$ cat src/rtl/ppu_pkg.sv
// Purpose: shared constants, state encoding and width helper for the PPU scheduler.
// Ports  : none (package).
package ppu_pkg;

    localparam int unsigned ROWS_PER_TILE = 16;
    localparam int unsigned TILES_PER_VEC = 4;
    localparam int unsigned VSQ_DEPTH     = 64;

    typedef enum logic [1:0] {
        ST_IDLE  = 2'd0,
        ST_ARM   = 2'd1,
        ST_RUN   = 2'd2,
        ST_DRAIN = 2'd3
    } ppu_state_e;

    // Index width able to address n items; never below one bit.
    function automatic int unsigned idx_w(input int unsigned n);
        return (n > 1) ? $clog2(n) : 1;
    endfunction

endpackage

$ cat src/rtl/ppu_rr_arb.sv
// Purpose: N-way round-robin arbiter. Searches from ptr_i upward (wrapping) for the
//          first request that is not masked.
// Ports  : req_i      request vector
//          mask_i     requests to ignore this cycle
//          ptr_i      highest-priority index
//          gnt_oh_o   one-hot grant (combinational)
//          gnt_idx_o  grant index (combinational)
//          gnt_vld_o  a grant exists (combinational)
module ppu_rr_arb
    import ppu_pkg::*;
#(
    parameter int unsigned N_BANK = 2
) (
    input  logic [N_BANK-1:0]         req_i,
    input  logic [N_BANK-1:0]         mask_i,
    input  logic [idx_w(N_BANK)-1:0]  ptr_i,
    output logic [N_BANK-1:0]         gnt_oh_o,
    output logic [idx_w(N_BANK)-1:0]  gnt_idx_o,
    output logic                      gnt_vld_o
);

    localparam int unsigned SEL_W = idx_w(N_BANK);

    // Walk candidates in priority order; the first eligible one wins.
    always_comb begin
        int unsigned      k;
        logic [SEL_W-1:0] idx;
        gnt_oh_o  = '0;
        gnt_idx_o = '0;
        gnt_vld_o = 1'b0;
        k         = 0;
        idx       = '0;
        for (int unsigned i = 0; i < N_BANK; i++) begin
            k   = (32'(ptr_i) + i) % N_BANK;
            idx = SEL_W'(k);
            if (!gnt_vld_o && req_i[idx] && !mask_i[idx]) begin
                gnt_vld_o     = 1'b1;
                gnt_idx_o     = idx;
                gnt_oh_o[idx] = 1'b1;
            end
        end
    end

endmodule

$ cat src/rtl/ppu_sched.sv
// Purpose: sequences the PPU over accumulator tiles: round-robin bank grant, PPU start
//          pulse, 16-row read stepping, bank release, 4 tiles per vector, then a fixed
//          drain hold-off while the quantizer empties the VSQ buffer.
// Ports  : i_clk, i_rst (sync, active-high), i_en (allow new grants), i_flush (abort vector),
//          i_bank_rdy (per-bank tile ready), o_bank_release (1-cycle pulse per bank),
//          o_acc_sel (bank on PPU input), o_acc_row (row index), o_ppu_start (1-cycle pulse),
//          o_tile_cnt (tile in vector), o_busy, o_vec_done (1-cycle pulse), o_vec_cnt.
// Config : PPU_SCHED_PERF_EN adds saturating o_busy_cyc (ARM/RUN cycles) and
//          o_stall_cyc (IDLE cycles inside a started vector), cleared only by i_rst.
module ppu_sched
    import ppu_pkg::*;
#(
    parameter int unsigned N_BANK    = 2,
    parameter int unsigned DRAIN_CYC = 66,
    parameter int unsigned VCNT_W    = 16
) (
    input  logic                      i_clk,
    input  logic                      i_rst,
    input  logic                      i_en,
    input  logic                      i_flush,
    input  logic [N_BANK-1:0]         i_bank_rdy,
    output logic [N_BANK-1:0]         o_bank_release,
    output logic [idx_w(N_BANK)-1:0]  o_acc_sel,
    output logic [3:0]                o_acc_row,
    output logic                      o_ppu_start,
    output logic [1:0]                o_tile_cnt,
    output logic                      o_busy,
    output logic                      o_vec_done,
    output logic [VCNT_W-1:0]         o_vec_cnt
`ifdef PPU_SCHED_PERF_EN
    ,
    output logic [31:0]               o_busy_cyc,
    output logic [31:0]               o_stall_cyc
`endif
);

    localparam int unsigned SEL_W   = idx_w(N_BANK);
    localparam int unsigned DCNT_W  = idx_w(DRAIN_CYC);
    localparam logic [3:0]  ROW_LAST  = 4'(ROWS_PER_TILE - 1);
    localparam logic [1:0]  TILE_LAST = 2'(TILES_PER_VEC - 1);

    ppu_state_e          state_q;
    logic [SEL_W-1:0]    acc_sel_q;
    logic [N_BANK-1:0]   g_oh_q;
    logic [SEL_W-1:0]    ptr_q;
    logic [3:0]          acc_row_q;
    logic [1:0]          tile_cnt_q;
    logic [DCNT_W-1:0]   drain_cnt_q;
    logic [N_BANK-1:0]   release_q;
    logic                start_q;
    logic                busy_q;
    logic                vec_done_q;
    logic [VCNT_W-1:0]   vec_cnt_q;

    logic                last_row;
    logic [SEL_W-1:0]    ptr_inc;
    logic [SEL_W-1:0]    arb_ptr;
    logic [N_BANK-1:0]   arb_mask;
    logic [N_BANK-1:0]   gnt_oh;
    logic [SEL_W-1:0]    gnt_idx;
    logic                gnt_vld;

    assign last_row = (acc_row_q == ROW_LAST);
    assign ptr_inc  = SEL_W'((32'(acc_sel_q) + 32'd1) % N_BANK);

    // Back-to-back grant from RUN already sees the advanced pointer. The current bank stays
    // masked during RUN and in the cycle its release becomes visible, so a bank that has
    // not yet dropped rdy cannot be granted twice for the same tile.
    assign arb_ptr  = (state_q == ST_RUN) ? ptr_inc : ptr_q;
    assign arb_mask = (state_q == ST_RUN) ? g_oh_q  : release_q;

    ppu_rr_arb #(
        .N_BANK    (N_BANK)
    ) u_arb (
        .req_i     (i_bank_rdy),
        .mask_i    (arb_mask),
        .ptr_i     (arb_ptr),
        .gnt_oh_o  (gnt_oh),
        .gnt_idx_o (gnt_idx),
        .gnt_vld_o (gnt_vld)
    );

    // Scheduler FSM with registered outputs; flush overrides any same-cycle action.
    always_ff @(posedge i_clk) begin
        if (i_rst) begin
            state_q     <= ST_IDLE;
            acc_sel_q   <= '0;
            g_oh_q      <= '0;
            ptr_q       <= '0;
            acc_row_q   <= '0;
            tile_cnt_q  <= '0;
            drain_cnt_q <= '0;
            release_q   <= '0;
            start_q     <= 1'b0;
            busy_q      <= 1'b0;
            vec_done_q  <= 1'b0;
            vec_cnt_q   <= '0;
        end else begin
            release_q  <= '0;
            start_q    <= 1'b0;
            vec_done_q <= 1'b0;
            if (i_flush) begin
                state_q     <= ST_IDLE;
                busy_q      <= 1'b0;
                tile_cnt_q  <= '0;
                acc_row_q   <= '0;
                drain_cnt_q <= '0;
            end else begin
                case (state_q)
                    ST_IDLE: begin
                        if (i_en && gnt_vld) begin
                            state_q   <= ST_ARM;
                            acc_sel_q <= gnt_idx;
                            g_oh_q    <= gnt_oh;
                            start_q   <= 1'b1;
                            busy_q    <= 1'b1;
                        end
                    end
                    ST_ARM: begin
                        state_q   <= ST_RUN;
                        acc_row_q <= '0;
                    end
                    ST_RUN: begin
                        if (!last_row) begin
                            acc_row_q <= acc_row_q + 4'd1;
                        end else begin
                            release_q <= g_oh_q;
                            ptr_q     <= ptr_inc;
                            if (tile_cnt_q == TILE_LAST) begin
                                tile_cnt_q  <= '0;
                                drain_cnt_q <= '0;
                                state_q     <= ST_DRAIN;
                            end else begin
                                tile_cnt_q <= tile_cnt_q + 2'd1;
                                if (i_en && gnt_vld) begin
                                    state_q   <= ST_ARM;
                                    acc_sel_q <= gnt_idx;
                                    g_oh_q    <= gnt_oh;
                                    start_q   <= 1'b1;
                                end else begin
                                    state_q <= ST_IDLE;
                                    busy_q  <= 1'b0;
                                end
                            end
                        end
                    end
                    ST_DRAIN: begin
                        if (drain_cnt_q == DCNT_W'(DRAIN_CYC - 1)) begin
                            state_q     <= ST_IDLE;
                            busy_q      <= 1'b0;
                            vec_done_q  <= 1'b1;
                            vec_cnt_q   <= vec_cnt_q + VCNT_W'(1);
                            drain_cnt_q <= '0;
                        end else begin
                            drain_cnt_q <= drain_cnt_q + DCNT_W'(1);
                        end
                    end
                    default: begin
                        state_q <= ST_IDLE;
                        busy_q  <= 1'b0;
                    end
                endcase
            end
        end
    end

    assign o_bank_release = release_q;
    assign o_acc_sel      = acc_sel_q;
    assign o_acc_row      = acc_row_q;
    assign o_ppu_start    = start_q;
    assign o_tile_cnt     = tile_cnt_q;
    assign o_busy         = busy_q;
    assign o_vec_done     = vec_done_q;
    assign o_vec_cnt      = vec_cnt_q;

`ifdef PPU_SCHED_PERF_EN
    logic [31:0] busy_cyc_q;
    logic [31:0] stall_cyc_q;

    // Saturating activity counters; flush does not clear them.
    always_ff @(posedge i_clk) begin
        if (i_rst) begin
            busy_cyc_q  <= '0;
            stall_cyc_q <= '0;
        end else begin
            if ((state_q == ST_ARM || state_q == ST_RUN) && busy_cyc_q != '1) begin
                busy_cyc_q <= busy_cyc_q + 32'd1;
            end
            if (state_q == ST_IDLE && tile_cnt_q != 2'd0 && stall_cyc_q != '1) begin
                stall_cyc_q <= stall_cyc_q + 32'd1;
            end
        end
    end

    assign o_busy_cyc  = busy_cyc_q;
    assign o_stall_cyc = stall_cyc_q;
`endif

endmodule
$ cat config.mk
export PLATFORM = sky130hd
export DESIGN_NAME = ppu_sched
export DESIGN_NICKNAME = d
export VERILOG_FILES = /design/src/rtl/ppu_pkg.sv /design/src/rtl/ppu_rr_arb.sv /design/src/rtl/ppu_sched.sv
export SDC_FILE = /design/constraint.sdc
export NUM_CORES = 1
export LEC_CHECK = 0
export ABC_AREA = 1
export CORE_UTILIZATION = 30
export DETAILED_ROUTE_END_ITERATION = 10
export SLEW_MARGIN = 20
export SYNTH_ARGS = -nofsm -noshare
export SYNTH_HDL_FRONTEND = slang
export SYNTH_SLANG_ARGS = --single-unit
$ cat constraint.sdc
create_clock -name i_clk -period 2.7 [get_ports i_clk]
set_input_delay 0.81 -clock i_clk [delete_from_list [all_inputs] [get_ports i_clk]]
set_output_delay 0.81 -clock i_clk [all_outputs]
set_load 0.02 [all_outputs]
# Word level (Yosys, flattened, before mapping)
# Index checks and enable logic that the tools add are counted.
[word_totals]
regBits = 40
out_inout_bits = 28
wordCells = 117
input_bits = 6
[classes]
n_eq_ne = 13
bitwise = 5
addsub = 6
mux = 52
n_reduce_logical = 25
n_lt_le_gt_ge = 4
[op_table]
columns = ["op", "count"]
rows = [
  ["$mux W1", 28],
  ["$mux W2", 11],
  ["$mux W7", 3],
  ["$add A16 B1 Y16 const B", 1],
  ["$pmux W7 S2", 1],
  ["$ne A2 B2 Y1 const B", 6],
  ["$reduce_and A3 Y1", 4],
  ["$pmux W2 S4", 1],
  ["$pmux W4 S2", 1],
  ["$add A7 B1 Y7 const B", 1],
  ["$eq A7 B7 Y1 const B", 1],
  ["$eq A2 B2 Y1 const B", 3],
  ["$logic_and A1 B1 Y1", 6],
  ["$reduce_and A6 Y1", 1],
  ["$reduce_bool A2 Y1", 3],
  ["$add A4 B1 Y4 const B", 1],
  ["$eq A4 B4 Y1 const B", 1],
  ["$lt A1 B2 Y1 const B", 2],
  ["$mux W4", 1],
  ["$not A1 Y1", 4],
  ["$pmux W1 S2", 2],
  ["$pmux W2 S2", 1],
  ["$reduce_and A2 Y1", 2],
  ["$reduce_and A4 Y1", 1],
  ["other kinds (14)", 19],
]

# Longest topological paths before layout
[logic_depth]
depth_word = 16
mapped_depth = 11
ltp_nobuf = 11

# Modules after synthesis
# Synthesis repeated with hierarchy kept, for this count alone.
[unflattened]
cells_unflattened = 324
area_unflattened_um2 = 2167.1
[by_module_without_submodules]
columns = ["module", "cells_per_inst", "n_inst", "seq_area_each_um2", "area_each_um2"]
rows = [
  ["ppu_sched", 310, 1, 800.8, 2107.0],
  ["ppu_rr_arb", 14, 1, 0.0, 60.1],
]

# Least setup slack after synthesis
# No wires, ideal clock.
[synth_path]
path_kind = "reg-to-reg"
startpoint = "register vec_cnt_q[0] (netlist: o_vec_cnt[0])"
endpoint = "register vec_cnt_q[10] (netlist: o_vec_cnt[10])"
t_required_ns = 2.584
path_slack_ns = 0.975
stages_incl_launch_ff = 7
setup_time_ns = 0.116
n_path_buf = 0
synth_period_minus_slack_ns = 1.725
t_arrival_ns = 1.609
path_cell_list = "dfxtp_1 -> ha_1 -> inv_1 -> nor4_1 -> nand4_1 -> o21ai_0 -> nor2_1"
[synth_between]
elab_chain_cells = 1
[synth_rtl]
columns = ["item", "line_no", "rtl"]
rows = [
  ["from (decl)", "ppu_sched.sv:53", "logic [VCNT_W-1:0] vec_cnt_q;"],
  ["from (signal assigned)", "ppu_sched.sv:152", "vec_cnt_q <= vec_cnt_q + VCNT_W'(1);"],
  ["$add A16 B1 Y16", "ppu_sched.sv:152", ""],
]
# Every way passes these cells.
# A chain may end at the register's enable or synchronous reset.

# Worst setup path in the final report
[layout_path]
startpoint = "register vec_cnt_q[0] (netlist: o_vec_cnt[0])"
endpoint = "output o_vec_cnt[0]"
[layout_rtl]
columns = ["item", "line_no", "rtl"]
rows = [
  ["to (decl)", "ppu_sched.sv:29", "output logic [VCNT_W-1:0] o_vec_cnt"],
]
# No word-level cell between the ends.

==> flow_summary.ini <==
[outcome]
status = finished, violations left
violations = DRC

[logic_synthesis]
synth-seq-cells = 40
synthCells = 278
synth_cell_type_count = 34
synth.net_count = 289
syn-mean-instance-area_um2 = 7.35
synth_sequential_area_ratio = 0.392
synthesis.area_um2 = 2040
ys.warnings.count = 0

[floorplan]
floorplan.die_area_um2 = 7140
initial_core_util = 0.316
placement_rows = 29
core_um2 = 6460
die_width_um = 84.5
dieHeight_um = 84.5
floorplan.io_pins = 34

[clocking]
ctsHtreeMaxLevel = 2
cts_setup_buffers = 0
cts_bufs_inserted = 5
tritoncts_num_sinks = 40
clk-insertion-delay-late_ps = 290
cts.reportedPaths.clkPinSlew_ps = 80
ctsLongestPathBuffers = 2
post_cts_sizing_count = 0
clock_tree.root_cell = sky130_fd_sc_hd__clkbuf_8
cts_tree = yes
cts-hold-fix-buffers = 0

[critical_path]
crit_type = flip-flop to output pin
worst_ep_required_time_ps = 1890
cp_max_fo = 7
cpMaxStageDelayCell = sky130_fd_sc_hd__clkdlybuf4s50_1
chain_of_cells_forming_the_critical_path = clkdlybuf4s50_1
worst-path-buf-inv = 1
critical_path.top_delay_family = buffers and inverters
endpoint_kind = output pin
max_stage_delay_ps = 660
timing.critical_path.arrival_ps = 1420
crit_path_start_kind = flip-flop

[final_layout]
num_antenna_cells = 0
layout.cells.most_common_list = sky130_fd_sc_hd__nand2_1 (57), sky130_fd_sc_hd__dfxtp_1 (40), sky130_fd_sc_hd__clkdlybuf4s50_1 (33), sky130_fd_sc_hd__inv_1 (31), sky130_fd_sc_hd__a21oi_1 (28)
post_route_cells_drive_above_1_share = 0.115
ff_latch_area_um2 = 801
multi_input_comb_area_um2 = 1090
number_of_nets_in_the_layout = 332
area_growth_syn_to_layout_pct = 26.7
layout.filler_cells = 688
layout_commonest_cell = sky130_fd_sc_hd__nand2_1

[timing]
hold_violations = 0
period_needed_ps = 2230
timing_worst_slew_pin_value_ps = 418
rsz_0062_raised_after_global_routing = false
fin_tns_setup_ps = 0
hold-worst-slack_ps = 469
setup-violations-final = 0
timing.slew.headroom = 0.721
slew_violations = 0
final.period_utilization = 0.825
max_freq_mhz = 449
timing.clock.skew_ps = 7.25

[hold_path]
worstHoldPathType = flip-flop to flip-flop

[routing]
drt_iter0_markers = 63
vias_per_inst = 4.73
firstDrtPassIters = 7
post_detailed_route_wirelength_per_cell_um = 11.3
finalWirelength_um = 4510
routed-via-count = 1881
postRouteAntennaNets = 0
detail_route.drc_violations = 2

[place]
routabilityCongestion = 0.815
port_buffer_count = 33
detailedPlacementHpwl_um = 3400

[global_route]
first_global_vias = 1752
grt_antenna_before_repair = 0
grt_start_max_net_pins = 15
grt_first_pass_wirelength_um = 7870
gr-usage-all-layers = 0.136
globalRoute.totalOverflow = 0

[pwr]
total_leakage_power_nw = 0.951
peakVddDrop_mv = 0.275
power_per_cell_area_nw_per_um2 = 430
report.power.total_mw = 1.11

[job]
timing.max_cap.violations = 0
where the power goes:
| group | switching [mW] | internal (mW) | leakage (nW) |
|---|---|---|---|
| Sequential | 0.00604 | 0.595 | 0.323 |
| Clock | 0.208 | 0.228 | 0.0503 |
| Combinational | 0.0461 | 0.0287 | 0.578 |
metrics by stage:
step / cells / setup WS [ps] / utilization / instance area, µm²
3_5_place_dp: 391 / 373 / 0.386 / 2490
3_3_place_gp: 391 / 425 / 0.386 / 2490
4_1_cts: 398 / 465 / 0.401 / 2590
2_1_floorplan: 278 / 975 / - / 2040
6_report: 398 / 471 / 0.401 / 2590
5_1_grt: 398 / 417 / 0.401 / 2590
layer usage:
| metal | share of wire | vias up | track usage |
|---|---|---|---|
| met3 | 0.039 | 6 | 0.0246 |
| met5 | 0 | - | 0 |
| met2 | 0.45 | 41 | 0.225 |
| met1 | 0.49 | 837 | 0.175 |
| met4 | 0.017 | 0 | 0.0508 |
| li1 | - | 997 | - |
worst min-delay path, delay by kind of cell, from the launching register on:
family             cells  cell delay (ps)
AOI/OAI and AO/OA      1               50
DFF                    1              310
and+or+nand+nor        1               60
cell type report:
type,count,area share
clock buffer,7,0.0372
inverter,36,0.0522
multi-input combinational,200,0.422
sequential,40,0.309
tap,77,0.0372
timing repair buffer,38,0.142
logic make-up after synthesis:
kind of cell    count (synthesis)  synth area share
flops                          40             0.392
compound gates                 49             0.140
simple gates                  138             0.329
buf+inv                        38            0.0735
fa+ha+maj                       5            0.0306
xor+xnor                        8            0.0343
synth_stat cells:
cell	number	share of area
sky130_fd_sc_hd__nand2_1	57	0.10
sky130_fd_sc_hd__dfxtp_1	40	0.39
sky130_fd_sc_hd__inv_1	31	0.057
sky130_fd_sc_hd__a21oi_1	28	0.069
sky130_fd_sc_hd__nor2_1	27	0.050
sky130_fd_sc_hd__nand3_1	19	0.047
sky130_fd_sc_hd__o21ai_0	13	0.032
sky130_fd_sc_hd__nor3_1	9	0.022
sky130_fd_sc_hd__ha_1	5	0.031
sky130_fd_sc_hd__inv_2	5	0.0092
sky130_fd_sc_hd__nor3_2	5	0.025
sky130_fd_sc_hd__nand2_2	4	0.012
sky130_fd_sc_hd__nand4_1	4	0.012
sky130_fd_sc_hd__xnor2_1	4	0.017
sky130_fd_sc_hd__xor2_1	4	0.017
sky130_fd_sc_hd__a211oi_1	2	0.0074
sky130_fd_sc_hd__nand2_4	2	0.011
sky130_fd_sc_hd__nand3b_1	2	0.0074
sky130_fd_sc_hd__nor4_1	2	0.0061
sky130_fd_sc_hd__a21o_1	1	0.0037
sky130_fd_sc_hd__a21oi_2	1	0.0043
sky130_fd_sc_hd__a221oi_2	1	0.0074
sky130_fd_sc_hd__and3_1	1	0.0031
sky130_fd_sc_hd__buf_6	1	0.0055
sky130_fd_sc_hd__clkbuf_1	1	0.0018
sky130_fd_sc_hd__nand4_2	1	0.0061
sky130_fd_sc_hd__nor2_2	1	0.0031
sky130_fd_sc_hd__nor2_4	1	0.0055
sky130_fd_sc_hd__nor3_4	1	0.0080
sky130_fd_sc_hd__nor3b_1	1	0.0037
sky130_fd_sc_hd__o211a_1	1	0.0049
sky130_fd_sc_hd__o21ai_2	1	0.0043
sky130_fd_sc_hd__o21ai_4	1	0.0080
sky130_fd_sc_hd__or2_2	1	0.0031
registers in the layout, indices dropped and copies added (netlist names):
register	flops
o_bank_release	2
ptr_q	1
o_busy	1
drain_cnt_q	7
o_vec_cnt	16
o_tile_cnt	2
g_oh_q	2
o_ppu_start	1
o_acc_row	4
state_q	2
o_acc_sel	1
o_vec_done	1
final timing paths:
check                               startpoint      endpoint  slack (ps)  cells after the start
worst max-delay path              o_vec_cnt[0]  o_vec_cnt[0]         470                      1
worst min-delay path                    o_busy        o_busy         470                      2
worst max register to register  drain_cnt_q[0]  o_vec_cnt[4]         970                      8
worst min register to register          o_busy        o_busy         470                      2
Power figures use the tool's default switching activity.
